## config.mk

```make
export PLATFORM = sky130hd
export DESIGN_NAME = etapa_pipe_reg
export DESIGN_NICKNAME = d
export VERILOG_FILES = /design/src/rtl/mips_pipe_pkg.sv /design/src/rtl/contador_saturado.sv /design/src/rtl/etapa_pipe_reg.sv
export SDC_FILE = /design/constraint.sdc
export NUM_CORES = 1
export LEC_CHECK = 0
export BUFFER_PORTS_ARGS = -buffer_cell sky130_fd_sc_hd__buf_2
export CAP_MARGIN = 20
export CORE_ASPECT_RATIO = 1.5
export CORE_MARGIN = 1.5
export CORE_UTILIZATION = 40
export CTS_CLUSTER_SIZE = 40
export DETAILED_ROUTE_END_ITERATION = 8
export PLACE_DENSITY = 0.72
export SYNTH_ARGS = -nofsm -noshare
export SYNTH_HDL_FRONTEND = slang
export SYNTH_SLANG_ARGS = --single-unit
```

## constraint.sdc

```tcl
create_clock -name i_clk -period 2 [get_ports i_clk]
set_input_delay 0.3 -clock i_clk [delete_from_list [all_inputs] [get_ports i_clk]]
set_output_delay 0.3 -clock i_clk [all_outputs]
set_load 0.005 [all_outputs]
```

## src/rtl/mips_pipe_pkg.sv

```systemverilog
// Shared definitions for the MIPS inter-stage pipeline registers: default
// bundle widths per stage boundary, control-bit positions and counter width.
package mips_pipe_pkg;

    // Default data bundle widths for each stage boundary
    localparam int NDATA_IF_ID  = 64;
    localparam int NDATA_ID_EX  = 128;
    localparam int NDATA_EX_MEM = 112;
    localparam int NDATA_MEM_WB = 72;
    localparam int NDATA_DEF    = 128;

    // Default control bundle width (M and WB fields)
    localparam int NCTRL_DEF = 12;

    // Performance counter width
    localparam int CNTW_DEF = 16;

    // Control-bit positions, M field
    localparam int CTRL_M_MEM_READ     = 0;
    localparam int CTRL_M_MEM_WRITE    = 1;
    localparam int CTRL_M_SIZE_LO      = 2;
    localparam int CTRL_M_SIZE_HI      = 3;
    localparam int CTRL_M_UNSIGNED     = 4;
    localparam int CTRL_M_BRANCH       = 5;
    // Control-bit positions, WB field
    localparam int CTRL_WB_REG_WRITE   = 6;
    localparam int CTRL_WB_MEM_TO_REG  = 7;
    localparam int CTRL_WB_LINK        = 8;
    localparam int CTRL_WB_HALT        = 9;
    localparam int CTRL_WB_SEL_LO      = 10;
    localparam int CTRL_WB_SEL_HI      = 11;

    // Per-cycle action taken by a stage register once reset is excluded
    typedef enum logic [1:0] {
        OP_FREEZE = 2'd0,
        OP_FLUSH  = 2'd1,
        OP_STALL  = 2'd2,
        OP_LOAD   = 2'd3
    } pipe_op_e;

endpackage

```

## src/rtl/contador_saturado.sv

```systemverilog
// Saturating up-counter with enable, clear and synchronous reset.
// Clear wins over a coincident increment; nothing moves while en = 0.
module contador_saturado #(
    parameter int CNTW = 16
) (
    input  logic            i_clk,
    input  logic            i_reset,
    input  logic            i_en,
    input  logic            i_inc,
    input  logic            i_clr,
    output logic [CNTW-1:0] o_count
);

    logic [CNTW-1:0] count_r;
    logic [CNTW-1:0] count_next_s;

    // Next count: clear, saturating increment, or hold
    always_comb begin
        count_next_s = count_r;
        if (!i_en) begin
            count_next_s = count_r;
        end else if (i_clr) begin
            count_next_s = {CNTW{1'b0}};
        end else if (i_inc && (count_r != {CNTW{1'b1}})) begin
            count_next_s = count_r + {{(CNTW-1){1'b0}}, 1'b1};
        end else begin
            count_next_s = count_r;
        end
    end

    // Counter register with synchronous reset
    always_ff @(posedge i_clk) begin
        if (i_reset) begin
            count_r <= {CNTW{1'b0}};
        end else begin
            count_r <= count_next_s;
        end
    end

    assign o_count = count_r;

endmodule

```

## src/rtl/etapa_pipe_reg.sv

```systemverilog
// Generic inter-stage pipeline register: data bundle, control bundle and
// valid bit, with stall, flush (bubble), debug freeze and perf counters.
module etapa_pipe_reg
    import mips_pipe_pkg::*;
#(
    parameter int NDATA               = NDATA_DEF,
    parameter int NCTRL               = NCTRL_DEF,
    parameter bit CLEAR_DATA_ON_FLUSH = 1'b0,
    parameter int CNTW                = CNTW_DEF
) (
    input  logic             i_clk,
    input  logic             i_reset,
    input  logic             i_enable,
    input  logic             i_stall,
    input  logic             i_flush,
    input  logic             i_valid,
    input  logic [NDATA-1:0] i_data,
    input  logic [NCTRL-1:0] i_ctrl,
    input  logic             i_clr_counts,
    output logic             o_valid,
    output logic [NDATA-1:0] o_data,
    output logic [NCTRL-1:0] o_ctrl,
    output logic [CNTW-1:0]  o_stall_count,
    output logic [CNTW-1:0]  o_bubble_count
);

    pipe_op_e         op_s;
    logic             valid_r;
    logic [NDATA-1:0] data_r;
    logic [NCTRL-1:0] ctrl_r;
    logic             valid_next_s;
    logic [NDATA-1:0] data_next_s;
    logic [NCTRL-1:0] ctrl_next_s;
    logic             stall_inc_s;

    // Decode the action for this cycle: freeze > flush > stall > load
    always_comb begin
        op_s = OP_LOAD;
        if (!i_enable) begin
            op_s = OP_FREEZE;
        end else if (i_flush) begin
            op_s = OP_FLUSH;
        end else if (i_stall) begin
            op_s = OP_STALL;
        end else begin
            op_s = OP_LOAD;
        end
    end

    // Next register contents; a bubble always carries zero control bits
    always_comb begin
        valid_next_s = valid_r;
        data_next_s  = data_r;
        ctrl_next_s  = ctrl_r;
        case (op_s)
            OP_FREEZE: begin
                valid_next_s = valid_r;
                data_next_s  = data_r;
                ctrl_next_s  = ctrl_r;
            end
            OP_FLUSH: begin
                valid_next_s = 1'b0;
                ctrl_next_s  = {NCTRL{1'b0}};
                if (CLEAR_DATA_ON_FLUSH) begin
                    data_next_s = {NDATA{1'b0}};
                end else begin
                    data_next_s = data_r;
                end
            end
            OP_STALL: begin
                valid_next_s = valid_r;
                data_next_s  = data_r;
                ctrl_next_s  = ctrl_r;
            end
            OP_LOAD: begin
                valid_next_s = i_valid;
                data_next_s  = i_data;
                if (i_valid) begin
                    ctrl_next_s = i_ctrl;
                end else begin
                    ctrl_next_s = {NCTRL{1'b0}};
                end
            end
            default: begin
                valid_next_s = valid_r;
                data_next_s  = data_r;
                ctrl_next_s  = ctrl_r;
            end
        endcase
    end

    // Stage registers; reset overrides freeze and everything else
    always_ff @(posedge i_clk) begin
        if (i_reset) begin
            valid_r <= 1'b0;
            data_r  <= {NDATA{1'b0}};
            ctrl_r  <= {NCTRL{1'b0}};
        end else begin
            valid_r <= valid_next_s;
            data_r  <= data_next_s;
            ctrl_r  <= ctrl_next_s;
        end
    end

    // A flush cycle counts as a bubble, never as a stall
    assign stall_inc_s = i_stall & ~i_flush;

    contador_saturado #(.CNTW(CNTW)) u_stall_cnt (
        .i_clk   (i_clk),
        .i_reset (i_reset),
        .i_en    (i_enable),
        .i_inc   (stall_inc_s),
        .i_clr   (i_clr_counts),
        .o_count (o_stall_count)
    );

    contador_saturado #(.CNTW(CNTW)) u_bubble_cnt (
        .i_clk   (i_clk),
        .i_reset (i_reset),
        .i_en    (i_enable),
        .i_inc   (i_flush),
        .i_clr   (i_clr_counts),
        .o_count (o_bubble_count)
    );

    assign o_valid = valid_r;
    assign o_data  = data_r;
    assign o_ctrl  = ctrl_r;

endmodule
```

# Yosys cells after proc, flatten, opt, wreduce, memory -nomap -nowiden
# Cells that the tools add are included.
# word_totals
in_bits	147
wordCells	34
out_inout_bits	173
ff_bits	173
# classes
muxes	11
n_reduce_logical	9
n_eq_ne	5
n_bitwise	2
addsub	2
# ops
op	n
$mux W128	1
$mux W16	4
$add A16 B1 Y16 const B	2
$ne A16 B16 Y1 const B	2
$pmux W12 S2	1
$mux W12	1
$eq A2 B2 Y1 const B	2
$mux W2	2
$reduce_and A2 Y1	2
$reduce_bool A2 Y1	2
$reduce_or A3 Y1	1
$eq A2 B1 Y1 const B	1
$logic_and A1 B1 Y1	2
$logic_not A2 Y1	1
$pmux W1 S2	1
$reduce_or A2 Y1	1
$and A1 B1 Y1	1
$mux W1	1
$not A1 Y1	1

# Depth between registers and ports, before layout
# Gate-level depths: netlist of run 1.
# logic_depth
word_depth	5
depth_mapped	7
ltp_nobuf	6

# Cells and area by module
# From an unflattened synthesis of run 1, not the netlist that was laid out.
# unflattened
cells_unflattened	852
hier_area_um2	6916.6
# modules_own_cells
module	area_each_um2	instances	seq_area_each_um2	cells_each
etapa_pipe_reg	4797.1	1	2822.7	588
contador_saturado at u_stall_cnt	1061.0	1	320.3	132
contador_saturado at u_bubble_cnt	1058.5	1	320.3	132

# Worst setup path before layout of run 1
# No wires, ideal clock.
# synth_timing
path_kind	flip-flop to flip-flop
startpoint	register u_bubble_cnt.count_r[1], in the netlist u_bubble_cnt.o_count[1]
endpoint	register u_bubble_cnt.count_r[11], in the netlist u_bubble_cnt.o_count[11]
t_arrival_ps	1708
t_required_ps	1880
n_path_buf	1
path_stages_with_launch	8
slack_ps	172
synth_period_minus_slack_ps	1828
setup_time_ps	120
cell_sequence	dfxtp_1 -> ha_1 -> nand3_2 -> o41ai_4 -> or2_1 -> buf_6 -> nor4_1 -> a211o_1
# synth_between
elab_chain_cells	4
word_cells_on_any_way	7
classes_between	add/sub: 1; eq/ne: 1; mux: 2; reduce/logical: 3
# synth_lines
element	line	source
start, declared	contador_saturado.sv:14	logic [CNTW-1:0] count_r;
start signal, assigned	contador_saturado.sv:34	count_r <= {CNTW{1'b0}};
start signal, assigned	contador_saturado.sv:36	count_r <= count_next_s;
branches (longest 4 deep; another with $add A16 B1 Y16)	n/a	
# Parallel ways; which one is timed is not known. The select of a mux whose other input is x is not followed.
# A chain may end at the register's enable or synchronous reset.

# Final worst setup path of run 1
# layout_timing
startpoint	register u_bubble_cnt.count_r[1], in the netlist u_bubble_cnt.o_count[1]
endpoint	register u_bubble_cnt.count_r[8], in the netlist u_bubble_cnt.o_count[8]
# The elaborated chain is that of the path after synthesis.

==> Flow_metrics.wiki, run 1 <==
{| class="wikitable"
! Metric !! Value
|-
| Setup violations, final || 0
|-
| Synth warn || 0
|-
| Terminus of the critical flop-to-flop path || u_bubble_cnt.o_count[8]$_SDFFE_PP0P_
|-
| Half-perimeter wire length after placement || 14800 µm
|-
| Max Transition Viols Final || 0
|-
| Total number of clock tree sinks || 173
|-
| Clock Skews || 0.00778 ns
|-
| Number of optimization iterations in the first detailed-route pass || 6
|-
| Starting utilization of the core area || 40.9%
|-
| Die extent in y || 161 µm
|-
| Drt initial violations || 416
|-
| Row Count || 57
|-
| Count of buffers added by post-CTS timing repair for setup || 0
|-
| Final hold slack || 0.102 ns
|-
| CP Launch Type || flip-flop
|-
| Max-cap violation count || 0
|-
| Count of state elements after synthesis || 173
|-
| Layout Nets || 1281
|-
| Final hold violation count || 0
|-
| Longest Clk Path Bufs || 2
|-
| CP max stage cell || o41ai_4
|-
| Number of hold buffers added after cts || 0
|-
| Unrepaired setup endpoints after global routing || no
|-
| Highest fanout seen on the critical path || 14
|-
| Cells on worst reg2reg path || 7
|-
| Source of the worst register-to-register timing path || u_bubble_cnt.o_count[1]$_SDFFE_PP0P_
|-
| Die X || 108 µm
|-
| CP cell instances || ha_1 > nand3_2 > o41ai_4 > buf_4 > a21o_2 > o21ai_0 > o31ai_1
|-
| Ratio of routed vias to standard cells || 5.10
|-
| Most common cell after layout, fill and taps aside || buf_2
|-
| Cell at the root of the clock tree || clkbuf_16
|-
| Post-synth net total || 979
|-
| Final estimated routing congestion in global placement || 0.885
|-
| Static power due to leakage || 0.00407 µW
|-
| Async set or reset register ratio after synthesis || 0%
|-
| Sequential share of the synthesized area || 52.3%
|-
| Peak VDD IR || 0.000576 V
|-
| Clock tree from TritonCTS || yes
|-
| Cell count after synthesis || 830
|-
| Number of resized instances in the post-cts repair step || 0
|-
| Number of buffers created by CTS || 17
|-
| Power Dens Cells || 823 nW/µm²
|-
| H-tree lvl count || 4
|-
| Count of input and output buffers || 319
|-
| CP endpoint || u_bubble_cnt.o_count[8]$_SDFFE_PP0P_
|-
| Number of DRC violations after detailed routing || 0
|-
| Worst setup path startpoint || u_bubble_cnt.o_count[1]$_SDFFE_PP0P_
|-
| Max-Slew Margin vs Limit || 56.5%
|-
| Buffers plus inverters on the worst setup path || 1
|-
| Floorplan die area || 17300 µm²
|-
| Vias in the first global route || 6550
|-
| Worst reg-to-reg setup slack || 0.16 ns
|-
| Most instantiated flip-flop cell in the synthesis netlist || dfxtp_1
|-
| Total routing usage reported by global routing || 23.8%
|-
| Endpoint type of the worst setup path || flip-flop
|-
| Library cells used by synthesis || 51
|-
| Floorplan core area || 16200 µm²
|-
| Remaining antenna violation count after routing || 0
|-
| WL per Instance || 15.3 µm
|-
| Required time of the critical path || 2.35 ns
|-
| Area Growth Syn to Fin || 36.5%
|-
| Clock latency at the later pin of the worst-skew pair || 0.42 ns
|-
| Maximum clock rate || 0.543 GHz
|-
| Count of flip-flops with a built-in enable after synthesis || 0
|-
| Most used cells in the layout excluding fill and tap cells || 318 x buf_2, 281 x nand2_1, 173 x dfxtp_1, 149 x a21oi_1, 26 x nor2_1
|-
| Global-route wire length before repair || 32600 µm
|-
| Period utilization || 92.1%
|-
| Type of the tightest min-delay check || in2reg
|-
| Layout filler cell count || 1534
|-
| Number of placed cells counting well taps || 1319
|-
| Final std cells w/o fill || 1353
|-
| Gate family responsible for the most delay along the worst path || compound AO/OA/AOI/OAI gates
|-
| Setup TNS Final || 0 ns
|-
| Clk pin slew, worst setup/hold paths || 0.07 ns
|-
| Cell area after synthesis || 6620 µm²
|-
| Number of stages on the worst setup path || 7
|-
| I/O Pins || 320
|-
| Category of the critical setup timing path || reg2reg
|-
| Proportion of layout cells with a drive suffix above 1 || 33.8%
|-
| Minimum period implied by the final worst setup slack || 1.84 ns
|-
| Pin count of the biggest net entering global routing || 97
|-
| Result of the run || finished, final reports clean
|-
| Mean instance size in the synthesized netlist || 7.97 µm²
|-
| Arrival @ worst endpoint || 2.19 ns
|-
| Worst slew pin tran || 0.653 ns
|-
| Detailed-route wire length || 20800 µm
|-
| Longest individual stage delay on the worst path || 0.37 ns
|-
| Overflow left after global routing || 0
|-
| Antenna violations before repair || 2
|-
| Total via count in the routed design || 6902
|}
[how the worst min path moves through the flow]
stage,slack [ns],start,endpoint,cells after the start
after floorplan,0.44,i_data[0],o_data[0]$_SDFFE_PP0N_,2
after global placement,0.44,o_data[127]$_SDFFE_PP0N_,o_data[127]$_SDFFE_PP0N_,2
after detailed placement,0.44,o_data[60]$_SDFFE_PP0N_,o_data[60]$_SDFFE_PP0N_,2
after CTS,0.08,i_data[101],o_data[101]$_SDFFE_PP0N_,3
after global routing,0.08,i_data[70],o_data[70]$_SDFFE_PP0N_,3
final,0.10,i_data[35],o_data[35]$_SDFFE_PP0N_,3
[flip-flops by register name, summed over array words and instances (netlist names)]
name	flops
u_bubble_cnt.o_count	16
o_valid	1
o_data	128
u_stall_cnt.o_count	16
o_ctrl	12
[per-layer routing]
layer  wire, µm  part of all wire (%)  up-vias  global-route usage, %
met2      10500                    51      263                   40.7
met1       8130                    39     3177                   26.8
met5          0                     0        -                      0
met4        520                   2.5        0                   9.93
li1           -                     -     3425                      -
met3       1610                   7.7       37                   7.67
[logic make-up (layout without fill, tap and decap cells)]
group | Yosys count | after routing | share of synthesized area, %
AND/OR/NAND/NOR | 380 | 380 | 24.5
AO/OA/AOI/OAI | 213 | 213 | 18.4
flip-flops | 173 | 173 | 52.3
buffers and inverters | 61 | 376 | 4.24
adder cells (fa/ha/maj) | 2 | 2 | 0.378
multiplexers | 1 | 1 | 0.151
other | 0 | 2 | 0
[Yosys cell counts, drive strengths merged, types with 2 or more instances]
cell type | instances | share of area [%]
nor4 | 2 | 0.19
clkbuf | 36 | 2.0
a31oi | 6 | 0.57
o21ai | 18 | 1.4
and3 | 7 | 0.66
a41oi | 3 | 0.40
o311ai | 5 | 0.66
a22oi | 12 | 1.4
nand4 | 13 | 1.4
and2 | 3 | 0.32
nor2b | 3 | 0.28
a21oi | 149 | 11
and4 | 6 | 0.81
o211ai | 3 | 0.34
or3 | 4 | 0.38
dfxtp | 173 | 52
inv | 3 | 0.17
or4 | 2 | 0.23
nand3 | 24 | 1.9
nor2 | 27 | 1.6
ha | 2 | 0.38
o31ai | 4 | 0.45
nor3 | 3 | 0.23
or2 | 2 | 0.19
a211oi | 3 | 0.34
buf | 22 | 2.0
nand2 | 281 | 16
[per-stage QoR]
step / area (µm²) / utilization, % / setup slack (ns) / total power [µW]
after global routing: 9030 / 55.8 / 0.0297 / 7730
after floorplan: 6620 / - / 0.172 / 3920
after detailed placement: 8440 / 52.1 / 0.182 / 4240
after CTS: 9020 / 55.7 / 0.155 / 7530
final: 9030 / 55.8 / 0.158 / 7430
after global placement: 8440 / 52.1 / 0.240 / 4230
[where the power goes]
part,internal (µW),switching [µW]
Clock,1770,1510
Sequential,3530,42.4
Combinational,258,323
[final cells by class]
type | instances | area [µm²] | area share [%]
flip-flops and latches | 173 | 3460 | 38.4
multi-input cells | 596 | 2880 | 31.9
clock inverters | 15 | 156 | 1.73
inverters | 3 | 11.3 | 0.125
repair buffers | 341 | 1830 | 20.2
well taps | 206 | 258 | 2.85
diodes | 2 | 5.00 | 0.0554
clock buffers | 17 | 425 | 4.71
[worst register-to-register path, stage by stage, from the launching register on]
cell and delay, ns:
dfxtp_1 0.34, ha_1 0.22, nand3_2 0.14, o41ai_4 0.37, buf_4 0.17, a21o_2 0.29
o21ai_0 0.15, o31ai_1 0.08
(Power assumes the default switching activity.)
==> inputs of run 2 (changes only) <==
RECOVER_POWER = 50   (was unset)
SETUP_SLACK_MARGIN = 0.5   (was unset)
==> Flow_metrics.wiki, run 2 (synthesis results as in run 1) <==
{| class="wikitable"
! Metric !! Value
|-
| Result of the run || finished, final reports clean
|-
| Max Transition Viols Final || 0
|-
| Overflow left after global routing || 0
|-
| Launch instance of the worst min-delay path || i_reset
|-
| Pin count of the biggest net entering global routing || 90
|-
| Highest fanout seen on the critical path || 6
|-
| Clock latency at the later pin of the worst-skew pair || 0.42 ns
|-
| Vias in the first global route || 6573
|-
| WL per Instance || 16.0 µm
|-
| Die extent in y || 161 µm
|-
| CP Launch Type || flip-flop
|-
| Area Growth Syn to Fin || 43.1%
|-
| Setup TNS Final || 0 ns
|-
| Source of the worst register-to-register timing path || u_bubble_cnt.o_count[1]$_SDFFE_PP0P_
|-
| H-tree lvl count || 4
|-
| Layout Nets || 1308
|-
| Floorplan core area || 16200 µm²
|-
| Clock Skews || 0.0107 ns
|-
| Proportion of layout cells with a drive suffix above 1 || 35.4%
|-
| Fraction of power spent switching nets || 24.2%
|-
| Minimum period implied by the final worst setup slack || 1.68 ns
|-
| Row Count || 57
|-
| Period utilization || 84.1%
|-
| Number of optimization iterations in the first detailed-route pass || 6
|-
| Number of buffers created by CTS || 17
|-
| Total via count in the routed design || 7138
|-
| Longest Clk Path Bufs || 2
|-
| Peak VDD IR || 0.000531 V
|-
| Total routing usage reported by global routing || 24.1%
|-
| Cell at the root of the clock tree || clkbuf_16
|-
| Most common cell after layout, fill and taps aside || nand2_1
|-
| Static power due to leakage || 0.00400 µW
|-
| Unrepaired setup endpoints after global routing || yes
|-
| Flip-flop count of the largest register, all copies and words added || 128
|-
| Drt initial violations || 414
|-
| Detailed-route wire length || 22000 µm
|-
| Proportion of power drawn by the clock network || 44.0%
|-
| Type of the tightest min-delay check || in2reg
|-
| Total cell area at the placement stage || 8420 µm²
|-
| Floorplan die area || 17300 µm²
|-
| Number of placed cells counting well taps || 1312
|-
| Final hold violation count || 0
|-
| Clock tree from TritonCTS || yes
|-
| Worst setup path startpoint || u_bubble_cnt.o_count[1]$_SDFFE_PP0P_
|-
| Final estimated routing congestion in global placement || 0.906
|-
| Setup violations, final || 0
|-
| Post-route cell area || 9470 µm²
|-
| Starting utilization of the core area || 40.9%
|-
| Total number of clock tree sinks || 173
|-
| Arrival @ worst endpoint || 1.99 ns
|-
| Number of hold buffers added after cts || 0
|-
| Remaining antenna violation count after routing || 0
|-
| Die X || 108 µm
|-
| Count of input and output buffers || 319
|-
| Register share of total power || 48.0%
|-
| Final std cells w/o fill || 1379
|-
| Maximum clock rate || 0.594 GHz
|-
| Final core area utilization || 58.5%
|-
| I/O Pins || 320
|-
| Endpoint type of the worst setup path || flip-flop
|-
| Number of DRC violations after detailed routing || 0
|-
| Net load switching power || 1800 µW
|-
| Global-route wire length before repair || 32700 µm
|-
| Combinational cell fraction of total power || 8.1%
|-
| Antenna violations before repair || 5
|-
| Power Dens Cells || 784 nW/µm²
|-
| Half-perimeter wire length after placement || 14900 µm
|-
| Clk pin slew, worst setup/hold paths || 0.07 ns
|-
| Max-Slew Margin vs Limit || 37.0%
|-
| Int Pwr || 5630 µW
|-
| Ratio of routed vias to standard cells || 5.18
|-
| Required time of the critical path || 2.31 ns
|-
| Most used cells in the layout excluding fill and tap cells || 274 x nand2_1, 254 x buf_2, 147 x a21oi_1, 144 x dfxtp_1, 65 x clkbuf_1
|-
| Category of the critical setup timing path || reg2reg
|-
| Worst slew pin tran || 0.945 ns
|-
| Max-cap violation count || 0
|}
-- run 2: cell count changes in the layout (fill, tap and decap cells not counted), sizes merged --
cell / before / now
a21o: 1 / 2
bufinv: 1 / 2
buf: 341 / 302
clkbuf: 17 / 83
clkinv: 5 / 4
clkinvlp: 2 / 1
inv: 10 / 8
nand4: 13 / 14
-- run 2: path summary, 6_finish.rpt --
kind | to | slack (ns) | cells after the start
max | u_bubble_cnt.o_count[9]$_SDFFE_PP0P_ | 0.32 | 7
min | u_bubble_cnt.o_count[1]$_SDFFE_PP0P_ | 0.08 | 2
max reg2reg | u_bubble_cnt.o_count[9]$_SDFFE_PP0P_ | 0.32 | 7
min reg2reg | o_data[109]$_SDFFE_PP0N_ | 0.45 | 2
-- run 2: metal layers --
layer | routed length, µm | vias to the layer above | global-route usage, %
li1 | - | 3477 | -
met1 | 8330 | 3307 | 27.5
met2 | 11300 | 297 | 40.5
met3 | 1610 | 51 | 6.78
met4 | 717 | 6 | 12.5
met5 | 32 | - | 0
-- run 2: cell type report --
type / count / area [µm²]
Fill cell: 1512 / 6720
Sequential cell: 173 / 3540
Multi-Input combinational cell: 598 / 3170
Timing Repair Buffer: 366 / 1920
Clock buffer: 19 / 433
Tap cell: 206 / 258
Clock inverter: 12 / 138
Inverter: 3 / 11.3
Antenna cell: 2 / 5.00
-- run 2: through the flow --
stage	hold slack, ns	total power, µW	setup WS (ns)
after floorplan	0.436	3920	0.411
after global placement	0.438	4230	0.219
after detailed placement	0.443	4230	0.175
after CTS	0.0532	7500	0.394
after global routing	0.0588	7700	0.242
final	0.0803	7420	0.317
-- run 2: critical path, cell delays in order, from the launching register on --
cell     delay (ns)
dfxtp_4        0.36
ha_4           0.14
nand3_4        0.11
o41ai_4        0.43
buf_4          0.19
nor2_4         0.05
a41oi_1        0.22
a21oi_1        0.06
-- run 2: repair_timing --
item / CTS / global route
pin swaps: 21 / 28
setup buffers: 17 / 15
setup endpoints to repair: 30 / 32
gates cloned: 1 / 1
resized for setup: 53 / 42
-- run 2: power groups by stage --
stage / clock, µW / combinational [µW] / sequential [µW]
after global placement: 0 / 573 / 3650
after global routing: 3470 / 656 / 3570
after detailed placement: 0 / 578 / 3660
after floorplan: 0 / 251 / 3670
final: 3260 / 599 / 3560
after CTS: 3330 / 601 / 3560
